`src/rtl/fetch_stage_pkg.sv`:
```
// Shared types and constants for the instruction-fetch front end.
package fetch_stage_pkg;

    localparam int unsigned XLEN = 64;
    localparam int unsigned ILEN = 32;

    localparam logic [ILEN-1:0] RV_NOP           = 32'h0000_0013;
    localparam logic [XLEN-1:0] DEFAULT_RESET_PC = 64'h0000_0000_8000_0000;

    // One buffered fetch: the word and the PC it was fetched from
    typedef struct packed {
        logic [XLEN-1:0] pc;
        logic [ILEN-1:0] instr;
    } fetch_entry_t;

    // Force an address onto a 4-byte instruction boundary
    function automatic logic [XLEN-1:0] align4(input logic [XLEN-1:0] a);
        return a & ~XLEN'(3);
    endfunction

endpackage

```
`src/rtl/fetch_buf.sv`:
```
// Small synchronous FIFO holding fetched {pc, instr} entries; flush wins over push/pop.
module fetch_buf
    import fetch_stage_pkg::*;
#(
    parameter int unsigned DEPTH = 2
) (
    input  logic                   clk,
    input  logic                   rst,
    input  logic                   i_push,
    input  fetch_entry_t           i_push_data,
    input  logic                   i_pop,
    input  logic                   i_flush,
    output logic [$clog2(DEPTH):0] o_count,
    output fetch_entry_t           o_head
);

    localparam int unsigned PW = (DEPTH > 1) ? $clog2(DEPTH) : 1;
    localparam int unsigned CW = $clog2(DEPTH) + 1;

    fetch_entry_t  r_mem [DEPTH];
    logic [PW-1:0] r_wr_ptr;
    logic [PW-1:0] r_rd_ptr;
    logic [CW-1:0] r_count;
    logic          w_push_en;
    logic          w_pop_en;

    // Pop only real entries; refuse a push into a full buffer unless a pop frees a slot
    assign w_pop_en  = i_pop && (r_count != '0);
    assign w_push_en = i_push && ((r_count != CW'(DEPTH)) || w_pop_en);

    // Pointer and occupancy bookkeeping
    always_ff @(posedge clk or negedge rst) begin
        if (!rst) begin
            r_wr_ptr <= '0;
            r_rd_ptr <= '0;
            r_count  <= '0;
        end else if (i_flush) begin
            r_wr_ptr <= '0;
            r_rd_ptr <= '0;
            r_count  <= '0;
        end else begin
            if (w_push_en) begin
                r_wr_ptr <= r_wr_ptr + PW'(1);
            end
            if (w_pop_en) begin
                r_rd_ptr <= r_rd_ptr + PW'(1);
            end
            r_count <= r_count + CW'(w_push_en) - CW'(w_pop_en);
        end
    end

    // Payload storage; contents are qualified by r_count so no reset is needed
    always_ff @(posedge clk) begin
        if (w_push_en && !i_flush) begin
            r_mem[r_wr_ptr] <= i_push_data;
        end
    end

    assign o_head  = r_mem[r_rd_ptr];
    assign o_count = r_count;

endmodule

```
`src/rtl/fetch_stage.sv`:
```
// Instruction fetch: owns the PC, issues credit-limited requests, buffers responses for decode.
module fetch_stage
    import fetch_stage_pkg::*;
#(
    parameter logic [XLEN-1:0] RESET_PC  = DEFAULT_RESET_PC,
    parameter int unsigned     BUF_DEPTH = 2
) (
    input  logic            clk,
    input  logic            rst,
    output logic            imem_o_req_valid,
    input  logic            imem_i_req_ready,
    output logic [XLEN-1:0] imem_o_addr,
    input  logic            imem_i_resp_valid,
    input  logic [ILEN-1:0] imem_i_instr,
    input  logic            execute_i_redirect,
    input  logic [XLEN-1:0] execute_i_redirect_pc,
    input  logic            decode_i_stall,
    output logic            fetch_o_valid,
    output logic [ILEN-1:0] fetch_o_instr,
    output logic [XLEN-1:0] fetch_o_pc
);

    localparam int unsigned CW = $clog2(BUF_DEPTH) + 1;
    localparam int unsigned UW = CW + 1;

    logic [XLEN-1:0] r_fetch_pc;
    logic [XLEN-1:0] r_resp_pc;
    logic [CW-1:0]   r_inflight;
    logic [CW-1:0]   r_drop_cnt;

    logic [CW-1:0]   w_buf_count;
    logic [UW-1:0]   w_used;
    fetch_entry_t    w_head;
    fetch_entry_t    w_push_data;
    logic [XLEN-1:0] w_target;
    logic            w_credit;
    logic            w_fire;
    logic            w_dropping;
    logic            w_push;
    logic            w_pop;

    // Credits: outstanding requests plus buffered words never exceed the buffer size
    assign w_used   = UW'(r_inflight) + UW'(w_buf_count);
    assign w_credit = w_used < UW'(BUF_DEPTH);

    // Request side; held low through reset and in any redirect cycle
    assign imem_o_req_valid = rst && !execute_i_redirect && w_credit;
    assign imem_o_addr      = r_fetch_pc;
    assign w_fire           = imem_o_req_valid && imem_i_req_ready;

    // Response side: stale words are swallowed while drop_cnt is non-zero
    assign w_dropping  = r_drop_cnt != '0;
    assign w_push      = imem_i_resp_valid && !w_dropping && !execute_i_redirect;
    assign w_push_data = '{pc: r_resp_pc, instr: imem_i_instr};
    assign w_target    = align4(execute_i_redirect_pc);

    // Decode side: head entry presented straight from the buffer registers
    assign fetch_o_valid = w_buf_count != '0;
    assign fetch_o_instr = fetch_o_valid ? w_head.instr : RV_NOP;
    assign fetch_o_pc    = fetch_o_valid ? w_head.pc    : '0;
    assign w_pop         = fetch_o_valid && !decode_i_stall && !execute_i_redirect;

    // PC, in-flight and drop tracking; a redirect marks every outstanding request stale
    always_ff @(posedge clk or negedge rst) begin
        if (!rst) begin
            r_fetch_pc <= RESET_PC;
            r_resp_pc  <= RESET_PC;
            r_inflight <= '0;
            r_drop_cnt <= '0;
        end else begin
            r_inflight <= r_inflight + CW'(w_fire) - CW'(imem_i_resp_valid);
            if (execute_i_redirect) begin
                r_fetch_pc <= w_target;
                r_resp_pc  <= w_target;
                r_drop_cnt <= r_inflight - CW'(imem_i_resp_valid);
            end else begin
                if (w_fire) begin
                    r_fetch_pc <= r_fetch_pc + XLEN'(4);
                end
                if (w_push) begin
                    r_resp_pc <= r_resp_pc + XLEN'(4);
                end
                if (imem_i_resp_valid && w_dropping) begin
                    r_drop_cnt <= r_drop_cnt - CW'(1);
                end
            end
        end
    end

    fetch_buf #(
        .DEPTH (BUF_DEPTH)
    ) u_buf (
        .clk         (clk),
        .rst         (rst),
        .i_push      (w_push),
        .i_push_data (w_push_data),
        .i_pop       (w_pop),
        .i_flush     (execute_i_redirect),
        .o_count     (w_buf_count),
        .o_head      (w_head)
    );

endmodule

```
`config.mk`:
```
export PLATFORM = sky130hd
export DESIGN_NAME = fetch_stage
export DESIGN_NICKNAME = d
export VERILOG_FILES = /design/src/rtl/fetch_stage_pkg.sv /design/src/rtl/fetch_buf.sv /design/src/rtl/fetch_stage.sv
export SDC_FILE = /design/constraint.sdc
export NUM_CORES = 1
export LEC_CHECK = 0
export CORE_AREA = 2 2 188 190
export CTS_CLUSTER_SIZE = 8
export DETAILED_ROUTE_END_ITERATION = 6
export DIE_AREA = 0 0 190 192
export GPL_TIMING_DRIVEN = 0
export PLACE_DENSITY_LB_ADDON = 0.12
export SLEW_MARGIN = 20
export SYNTH_ARGS = -nofsm -noshare
export SYNTH_HDL_FRONTEND = slang
export SYNTH_SLANG_ARGS = --single-unit
```
`constraint.sdc`:
```
create_clock -name clk -period 7.1 [get_ports clk]
set_input_delay 2.13 -clock clk [delete_from_list [all_inputs] [get_ports clk]]
set_output_delay 2.13 -clock clk [all_outputs]
set_load 0.01 [all_outputs]
```
==> run_results.csv, run 1 <==
group,metric,value,unit
sta,period_share,0.9545,
final_layout,syn2layout_area_growth,30.46,%
sta,hold_viol,0,
placed_design,portBuffers,257,
global_routing,grt.total_usage,0.2586,
final_layout,post-route-util,0.5804,
pwr,p_leak,6.980,nW
synth,synth_top_area_cell,"edfxtp_1",
synth,synth_edf_count,188,
worst_setup_path,path_buf_inv,5,
worst_setup_path,critPathLaunch,"rst",
die,start_util,0.4449,
synth,synth-seq-cells,320,
sta,rsz0062_at_grt,"false",
outcome,status,"finished clean",
die,die_y,192,um
worst_setup_path,r2r_cells,14,
final_layout,nets,1766,
synth,ys.flop_type,"edfxtp_1",
placed_design,hpwl,34400,um
sta,finalWorstSetupSlack,0.3232,ns
sta,worstMarginPinSlew,1.083,ns
clock_tree,clock-root-buffer,"clkbuf_16",
worst_setup_path,critPathMaxStageDelay,0.62,ns
clock_tree,cts_sinks,320,
synth,synthTopCellsByArea,"edfxtp_1 (37%), dfrtp_1 (21%), mux2i_1 (7.2%)",
routing,avgRoutedWirePerCell,22.08,um
routing,vias,12490,
global_routing,grt_pass1_vias,12110,
placed_design,place_ws,0.3162,ns
worst_setup_path,crit_path_max_fanout,76,
synth,synth.top_cells.by_count,"edfxtp_1 (188), nor2_1 (150), dfrtp_1 (130)",
synth,postSynthAreaPerCell,11.38,um2
worst_setup_path,cp_cell_sequence,"buf_8 -> buf_16 -> or4b_1 -> clkbuf_1 -> inv_1 -> clkdlybuf4s50_1",
sta,max_slew_margin,0.2716,
worst_setup_path,crit_end,"imem_o_req_valid",
worst_setup_path,end_kind,"output port",
final_layout,drive_gt1_frac,0.06627,
pwr,power_density,277.1,nW/um2
clock_tree,path_clk_slew,0.05,ns
die,placementRows,68,
worst_hold_path,min_path_type,"flop to flop",
synth,yosys.cell_count.top_type,"edfxtp_1",
clock_tree,post_cts_buffers,0,
routing,post_drt_via_cell_ratio,5.821,
worst_setup_path,slowest_stage,"clkdlybuf4s50_1",
die,ios,264,
synth,synth_area,15250,um2
global_routing,grt_max_degree,77,
pwr,total_power,5.516,mW
sta,final-max-slew-violation-count,0,
worst_setup_path,crit-reg2reg-capture,"r_inflight[1]$_DFF_PN0_",
sta,setup-violations-final,0,
clock_tree,cts_tree,"built",
worst_setup_path,arrival,4.65,ns
final_layout,diodes,0,
routing,drcViolationCount,0,
worst_setup_path,cp_top_family,"buffers and inverters",
worst_setup_path,regToRegSetupSlack,2.75,ns
synth,synth_seq_area_share,0.5868,
worst_hold_path,hold_depth,0,
worst_setup_path,crit_required,4.97,ns
global_routing,antenna_found_initial,0,
pwr,vdd.ir_drop.worst,0.0001791,V
sta,max_clock_freq,147.6,MHz
clock_tree,holdBufCountCts,0,
worst_setup_path,crit_type,"input pin to output port",
synth,synth_cell_types,70,
sta,fin_skew,0.01279,ns
synth,ys_async_sr_fraction,0.4125,
clock_tree,cts_resized,0,
placed_design,gp_congestion,0.9434,
clock_tree,htree_levels,2,
job,cap_viol_max_count,0,
die,dieArea,36480,um2
sta,period_needed,6.777,ns
synth,synth.top_cell.area_share,0.3701,
worst_setup_path,crit_cells,6,
die,die_w,190,um
routing,routed_wirelength,47360,um
worst_setup_path,r2r-start,"u_buf.o_count[0]$_DFF_PN0_",
clock_tree,numCtsBuffers,45,
routing,dr.pass1.iters,5,
die,core_area,34290,um2
clock_tree,clock_path_buffers,3,
global_routing,overflow,0,
routing,dr.first_iter.drc_count,1071,
worst_setup_path,cp-start-kind,"input pin",
routing,ant_nets,0,
synth,synthCells,1340,
clock_tree,clock_latency,0.54,ns
synth,yosysWarnings,0,
global_routing,grt_pass1_wl,71480,um
[report_power, final]
group          internal [mW]  switching, mW
sequential              2.16          0.182
combinational          0.568          0.633
clock                   1.19          0.782
[sequential cells by signal (all words and copies together), names as in the netlist]
name / flops
r_drop_cnt: 2
u_buf.r_mem: 188
u_buf.o_count: 2
r_resp_pc: 62
u_buf.r_wr_ptr: 1
imem_o_addr: 62
u_buf.r_rd_ptr: 1
r_inflight: 2
[per-stage QoR]
stage / hold slack (ns) / cell area, um2 / cells / TNS, ns
floorplan: 0.4402 / 15270 / 1343 / 0
global placement: 0.4607 / 18410 / 2055 / -760.48
detailed placement: 0.4727 / 18610 / 2063 / 0
CTS: 0.4857 / 19900 / 2145 / 0
global route: 0.4993 / 19900 / 2145 / 0
finish: 0.4825 / 19900 / 2145 / 0
[kinds of logic after synthesis]
logic type	Yosys count	share of synthesized area
and+or+nand+nor	561	0.1883
DFF	320	0.5868
AOI/OAI and AO/OA	164	0.07128
muxes	126	0.08399
buffers and inverters	101	0.02821
xor gates and xnor gates	58	0.03330
adders and majority gates	9	0.007874
other	1	0.0002458
[how the worst min path moves through the flow]
stage | from | to | slack (ns)
floorplan | r_resp_pc[17]$_DFFE_PN0N_ | u_buf.r_mem[0][49]$_DFFE_PP_ | 0.44
CTS | r_resp_pc[17]$_DFFE_PN0N_ | u_buf.r_mem[1][49]$_DFFE_PP_ | 0.49
global placement | r_resp_pc[17]$_DFFE_PN0N_ | u_buf.r_mem[1][49]$_DFFE_PP_ | 0.46
detailed placement | r_resp_pc[17]$_DFFE_PN0N_ | u_buf.r_mem[1][49]$_DFFE_PP_ | 0.47
global route | r_resp_pc[17]$_DFFE_PN0N_ | u_buf.r_mem[1][49]$_DFFE_PP_ | 0.50
finish | r_resp_pc[17]$_DFFE_PN0N_ | u_buf.r_mem[1][49]$_DFFE_PP_ | 0.48
[layout make-up]
class | instances | area, um2
multi-input cells | 922 | 5913
fillers | 2898 | 14390
well taps | 455 | 569.3
plain buffers | 68 | 307.8
inverters | 33 | 123.9
repair buffers | 265 | 2745
clock buffers | 79 | 1254
flip-flops and latches | 320 | 8951
clock inverters | 3 | 37.54
[layer usage]
| layer | wire, um | part of all wire | global-route usage | up-vias |
|---|---|---|---|---|
| li1 | - | - | - | 5674 |
| met1 | 20050 | 0.42 | 0.3538 | 6090 |
| met2 | 21210 | 0.45 | 0.4013 | 625 |
| met3 | 4253 | 0.090 | 0.05810 | 96 |
| met4 | 1849 | 0.039 | 0.1014 | 0 |
| met5 | 0 | 0 | 0 | - |
[placed cells by master (no fill, tap or decap), types with 25 or more instances in the layout]
cell             count
clkbuf_1            76
clkbuf_16           45
clkdlybuf4s50_1    256
dfrtp_1            130
edfxtp_1           188
inv_1               31
mux2i_1            110
nand2_1            111
nand3_1             71
nand4_1             66
nor2_1             149
nor3_1              32
nor4_1              28
o211ai_1            25
o21ai_0             55
xnor2_1             36
Note: power is estimated with default switching activity, not from simulation.
==> inputs of run 2 (changes only) <==
--- a/config.mk
+++ b/config.mk
@@ -9,9 +9,7 @@
 export CTS_CLUSTER_SIZE = 8
 export DETAILED_ROUTE_END_ITERATION = 6
 export DIE_AREA = 0 0 190 192
-export GPL_TIMING_DRIVEN = 0
 export PLACE_DENSITY_LB_ADDON = 0.12
-export SLEW_MARGIN = 20
 export SYNTH_ARGS = -nofsm -noshare
 export SYNTH_HDL_FRONTEND = slang
 export SYNTH_SLANG_ARGS = --single-unit
==> run_results.csv, run 2 (same netlist as run 1, synthesis figures left out) <==
group,metric,value,unit
worst_setup_path,r2r-start,"u_buf.o_count[0]$_DFF_PN0_",
sta,worstMarginPinSlew,1.110,ns
sta,setup_tns,0,ns
worst_setup_path,crit-reg2reg-capture,"r_inflight[1]$_DFF_PN0_",
routing,vias,11880,
global_routing,grt_pass1_vias,11570,
pwr,p_leak,6.865,nW
job,cap_viol_max_count,0,
placed_design,hpwl,29500,um
die,core_area,34290,um2
worst_setup_path,crit_type,"input pin to output port",
routing,avgRoutedWirePerCell,20.72,um
final_layout,fillers,2921,
clock_tree,holdBufCountCts,0,
worst_setup_path,r2r_cells,11,
global_routing,overflow,0,
worst_hold_path,min_path_type,"flop to flop",
global_routing,grt_pass1_wl,66100,um
routing,post_drt_via_cell_ratio,5.701,
clock_tree,clock_path_buffers,3,
die,placementRows,68,
sta,finalWorstSetupSlack,1.013,ns
clock_tree,clock_latency,0.53,ns
routing,ant_nets,0,
clock_tree,numCtsBuffers,45,
routing,dr.pass1.iters,5,
final_layout,mostFrequentLayoutCells,"clkdlybuf4s50_1 (255), edfxtp_1 (188), nor2_1 (147), dfrtp_1 (129), nand2_1 (111)",
worst_setup_path,crit_path_max_fanout,8,
die,ios,264,
final_layout,syn2layout_area_growth,28.24,%
global_routing,grt_max_degree,96,
outcome,status,"finished clean",
worst_setup_path,end_kind,"output port",
pwr,p_int,3.908,mW
worst_setup_path,arrival,3.96,ns
sta,setup-violations-final,0,
worst_setup_path,regToRegSetupSlack,3.80,ns
sta,rsz0062_at_grt,"false",
worst_setup_path,crit_end,"imem_o_req_valid",
sta,hold_viol,0,
final_layout,nets,1706,
die,dieArea,36480,um2
die,die_y,192,um
sta,final-max-slew-violation-count,0,
final_layout,diodes,0,
placed_design,place_ws,1.094,ns
worst_setup_path,crit_required,4.97,ns
global_routing,grt.total_usage,0.2340,
die,start_util,0.4449,
final_layout,final_common_cell,"clkdlybuf4s50_1",
die,die_w,190,um
pwr,switching_power,1.535,mW
placed_design,gp_congestion,0.8835,
clock_tree,post_cts_buffers,0,
global_routing,antenna_found_initial,0,
clock_tree,clock-root-buffer,"clkbuf_16",
sta,max_clock_freq,164.3,MHz
clock_tree,cts_tree,"built",
routing,dr.first_iter.drc_count,947,
sta,period_needed,6.087,ns
clock_tree,cts_resized,0,
pwr,pwr-share-clk,0.362,
routing,routed_wirelength,43160,um
final_layout,largest_reg_flops,188,
pwr,switching_share,0.2821,
pwr,vdd.ir_drop.worst,0.0001501,V
pwr,total_power,5.443,mW
worst_setup_path,critPathLaunch,"execute_i_redirect",
final_layout,drive_gt1_frac,0.06757,
final_layout,top_register,"u_buf.r_mem",
sta,fin_skew,0.01757,ns
clock_tree,cts_sinks,320,
pwr,power_density,278.3,nW/um2
routing,drcViolationCount,0,
clock_tree,htree_levels,2,
pwr,power_frac_comb,0.204,
worst_setup_path,cp-start-kind,"input pin",
pwr,seqPwrFrac,0.435,
placed_design,portBuffers,257,
clock_tree,path_clk_slew,0.06,ns
sta,max_slew_margin,0.2533,
sta,period_share,0.8573,
## run 2: metal layers
metal / up-vias / wire (um) / track usage
met5: - / 0 / 0
li1: 5550 / - / -
met3: 64 / 2962 / 0.04276
met2: 427 / 20150 / 0.3768
met1: 5835 / 18960 / 0.3224
met4: 0 / 1092 / 0.07394
## run 2: worst min-delay path by stage
| stage | start | cells after the start | slack (ns) | endpoint |
|---|---|---|---|---|
| global route | r_inflight[0]$_DFF_PN0_ | 1 | 0.52 | r_inflight[0]$_DFF_PN0_ |
| global placement | r_inflight[0]$_DFF_PN0_ | 1 | 0.49 | r_inflight[0]$_DFF_PN0_ |
| finish | r_inflight[0]$_DFF_PN0_ | 1 | 0.51 | r_inflight[0]$_DFF_PN0_ |
| CTS | r_inflight[0]$_DFF_PN0_ | 1 | 0.51 | r_inflight[0]$_DFF_PN0_ |
| detailed placement | r_inflight[0]$_DFF_PN0_ | 1 | 0.50 | r_inflight[0]$_DFF_PN0_ |
| floorplan | r_resp_pc[17]$_DFFE_PN0N_ | 0 | 0.44 | u_buf.r_mem[0][49]$_DFFE_PP_ |
## run 2: power groups by stage
stage,clock [mW],combinational [mW],sequential (mW)
final,1.97,1.11,2.37
after floorplan,0,0.580,2.34
after global placement,0,1.11,2.39
after detailed placement,0,1.12,2.39
after global routing,2.09,1.21,2.39
after CTS,2.00,1.13,2.36
## run 2: critical path, cell delays in order
cell and delay, ns:
buf_4 0.13, or4b_1 0.70, inv_1 0.37, clkdlybuf4s50_1 0.62
## run 2: stage by stage
stage	area, um2	hold WS, ns	std cells	utilization
floorplan	15270	0.4402	1343	-
global placement	18270	0.4876	2003	0.5329
detailed placement	18270	0.4985	2003	0.5329
CTS	19560	0.5111	2083	0.5705
global route	19560	0.5212	2083	0.5705
finish	19560	0.5053	2083	0.5705
## run 2: layout make-up
class | count | area (um2) | area share
Tap cell | 455 | 569.3 | 0.02910
Timing Repair Buffer | 273 | 2713 | 0.1387
Multi-Input combinational cell | 922 | 5911 | 0.3021
Sequential cell | 320 | 8955 | 0.4578
Inverter | 33 | 123.9 | 0.006332
Clock buffer | 79 | 1275 | 0.06517
Clock inverter | 1 | 16.27 | 0.0008315
==> inputs of run 3 (changes only) <==
--- a/config.mk
+++ b/config.mk
@@ -6,9 +6,9 @@
 export NUM_CORES = 1
 export LEC_CHECK = 0
 export CORE_AREA = 2 2 188 190
-export CTS_CLUSTER_SIZE = 8
 export DETAILED_ROUTE_END_ITERATION = 6
 export DIE_AREA = 0 0 190 192
+export GPL_ROUTABILITY_DRIVEN = 0
 export PLACE_DENSITY_LB_ADDON = 0.12
 export SYNTH_ARGS = -nofsm -noshare
 export SYNTH_HDL_FRONTEND = slang
==> run_results.csv, run 3 (same netlist as run 1, synthesis figures left out) <==
group,metric,value,unit
die,dieArea,36480,um2
global_routing,grt.total_usage,0.2324,
global_routing,gr-usage-met1,0.3214,
routing,routed_wirelength,42900,um
worst_setup_path,slowest_stage,"or4b_1",
worst_setup_path,crit_type,"input pin to output port",
routing,ant_nets,0,
final_layout,diodes,0,
final_layout,top_register,"u_buf.r_mem",
final_layout,drive_gt1_frac,0.06957,
sta,period_share,0.8557,
sta,max_clock_freq,164.6,MHz
sta,worstMarginPinSlew,1.126,ns
global_routing,grt-busiest-layer,"met2",
routing,dr.first_iter.drc_count,992,
routing,post_drt_via_cell_ratio,5.697,
die,start_util,0.4449,
placed_design,placed_cells,2003,
sta,setup-violations-final,0,
sta,finalWorstSetupSlack,1.025,ns
worst_setup_path,end_kind,"output port",
clock_tree,htree_levels,2,
clock_tree,clock_path_buffers,3,
global_routing,grt_pass1_wl,65450,um
worst_setup_path,crit_required,4.97,ns
worst_setup_path,critPathMaxStageDelay,0.70,ns
worst_setup_path,critPathLaunch,"execute_i_redirect",
outcome,status,"finished clean",
worst_setup_path,crit-reg2reg-capture,"r_inflight[1]$_DFF_PN0_",
sta,fin_skew,0.02443,ns
clock_tree,cts_tree,"built",
die,die_y,192,um
clock_tree,holdBufCountCts,0,
worst_setup_path,arrival,3.95,ns
placed_design,hpwl,29500,um
sta,hold_viol,0,
final_layout,largest_reg_flops,188,
die,placementRows,68,
worst_setup_path,cp_cell_sequence,"buf_4 -> or4b_1 -> inv_1 -> clkdlybuf4s50_1",
worst_setup_path,r2r-start,"u_buf.o_count[0]$_DFF_PN0_",
global_routing,grt_pass1_vias,11370,
final_layout,syn2layout_area_growth,27.78,%
pwr,vdd.ir_drop.worst,0.0001861,V
global_routing,overflow,0,
clock_tree,cts_sinks,320,
sta,rsz0062_at_grt,"false",
pwr,p_leak,6.843,nW
worst_setup_path,regToRegSetupSlack,3.80,ns
worst_setup_path,crit_end,"imem_o_req_valid",
clock_tree,path_clk_slew,0.06,ns
clock_tree,cts_resized,0,
die,die_w,190,um
final_layout,fin_area,19490,um2
pwr,power_density,277.4,nW/um2
job,cap_viol_max_count,0,
worst_setup_path,cp-start-kind,"input pin",
sta,setup_tns,0,ns
clock_tree,clock-root-buffer,"clkbuf_16",
worst_hold_path,min_path_type,"flop to flop",
placed_design,portBuffers,257,
final_layout,nets,1697,
routing,dr.pass1.iters,5,
placed_design,postPlaceCellArea,18270,um2
worst_setup_path,r2r_cells,11,
clock_tree,numCtsBuffers,36,
global_routing,grt.met3_usage,0.04093,
global_routing,antenna_found_initial,0,
sta,final-max-slew-violation-count,0,
routing,vias,11760,
die,ios,264,
worst_setup_path,crit_path_max_fanout,8,
placed_design,place_ws,1.094,ns
final_layout,final_cells,2065,
clock_tree,clock_latency,0.52,ns
final_layout,final_common_cell,"clkdlybuf4s50_1",
die,core_area,34290,um2
global_routing,grt_max_degree,96,
routing,drcViolationCount,0,
global_routing,met2_usage,0.3755,
sta,period_needed,6.075,ns
sta,max_slew_margin,0.2433,
routing,avgRoutedWirePerCell,20.78,um
final_layout,mostFrequentLayoutCells,"clkdlybuf4s50_1 (255), edfxtp_1 (188), nor2_1 (147), dfrtp_1 (129), nand2_1 (111)",
clock_tree,post_cts_buffers,0,
[run 3: how the worst min path moves through the flow]
stage / startpoint / to / cells after the start
after floorplan: r_resp_pc[17]$_DFFE_PN0N_ / u_buf.r_mem[0][49]$_DFFE_PP_ / 0
after global placement: r_inflight[0]$_DFF_PN0_ / r_inflight[0]$_DFF_PN0_ / 1
after detailed placement: r_inflight[0]$_DFF_PN0_ / r_inflight[0]$_DFF_PN0_ / 1
after CTS: r_inflight[0]$_DFF_PN0_ / r_inflight[0]$_DFF_PN0_ / 1
after global routing: r_inflight[0]$_DFF_PN0_ / r_inflight[0]$_DFF_PN0_ / 1
final: r_inflight[0]$_DFF_PN0_ / r_inflight[0]$_DFF_PN0_ / 1
[run 3: worst max-delay path: cells and delay by family]
kind / cells / cell delay [ns]
buf+inv: 3 / 1.11
simple gates: 1 / 0.70
[run 3: area by class of cell]
class / instances / area, um2
Fill cell: 2932 / 14800
Sequential cell: 320 / 8955
Multi-Input combinational cell: 922 / 5911
Timing Repair Buffer: 273 / 2713
Clock buffer: 47 / 973.4
Tap cell: 455 / 569.3
Clock inverter: 15 / 247.7
Inverter: 33 / 123.9
[run 3: power by group]
group	switching [mW]	total [mW]	internal (mW)	leakage, nW
registers	0.205	2.36	2.16	3.29
clock network	0.718	1.93	1.22	0.591
logic	0.565	1.11	0.544	2.97
total	1.49	5.41	3.92	6.84
[run 3: layer usage]
layer,wire (um),share of wire
met5,0,0
met4,1051,0.024
met3,2880,0.067
met2,20100,0.47
met1,18870,0.44
[run 3: through the flow]
stage,util,hold WS [ns],power (mW)
final,0.5685,0.5052,5.407
after detailed placement,0.5329,0.4985,3.513
after CTS,0.5685,0.5122,5.457
after floorplan,-,0.4402,2.920
after global routing,0.5685,0.5225,5.642
after global placement,0.5329,0.4876,3.493
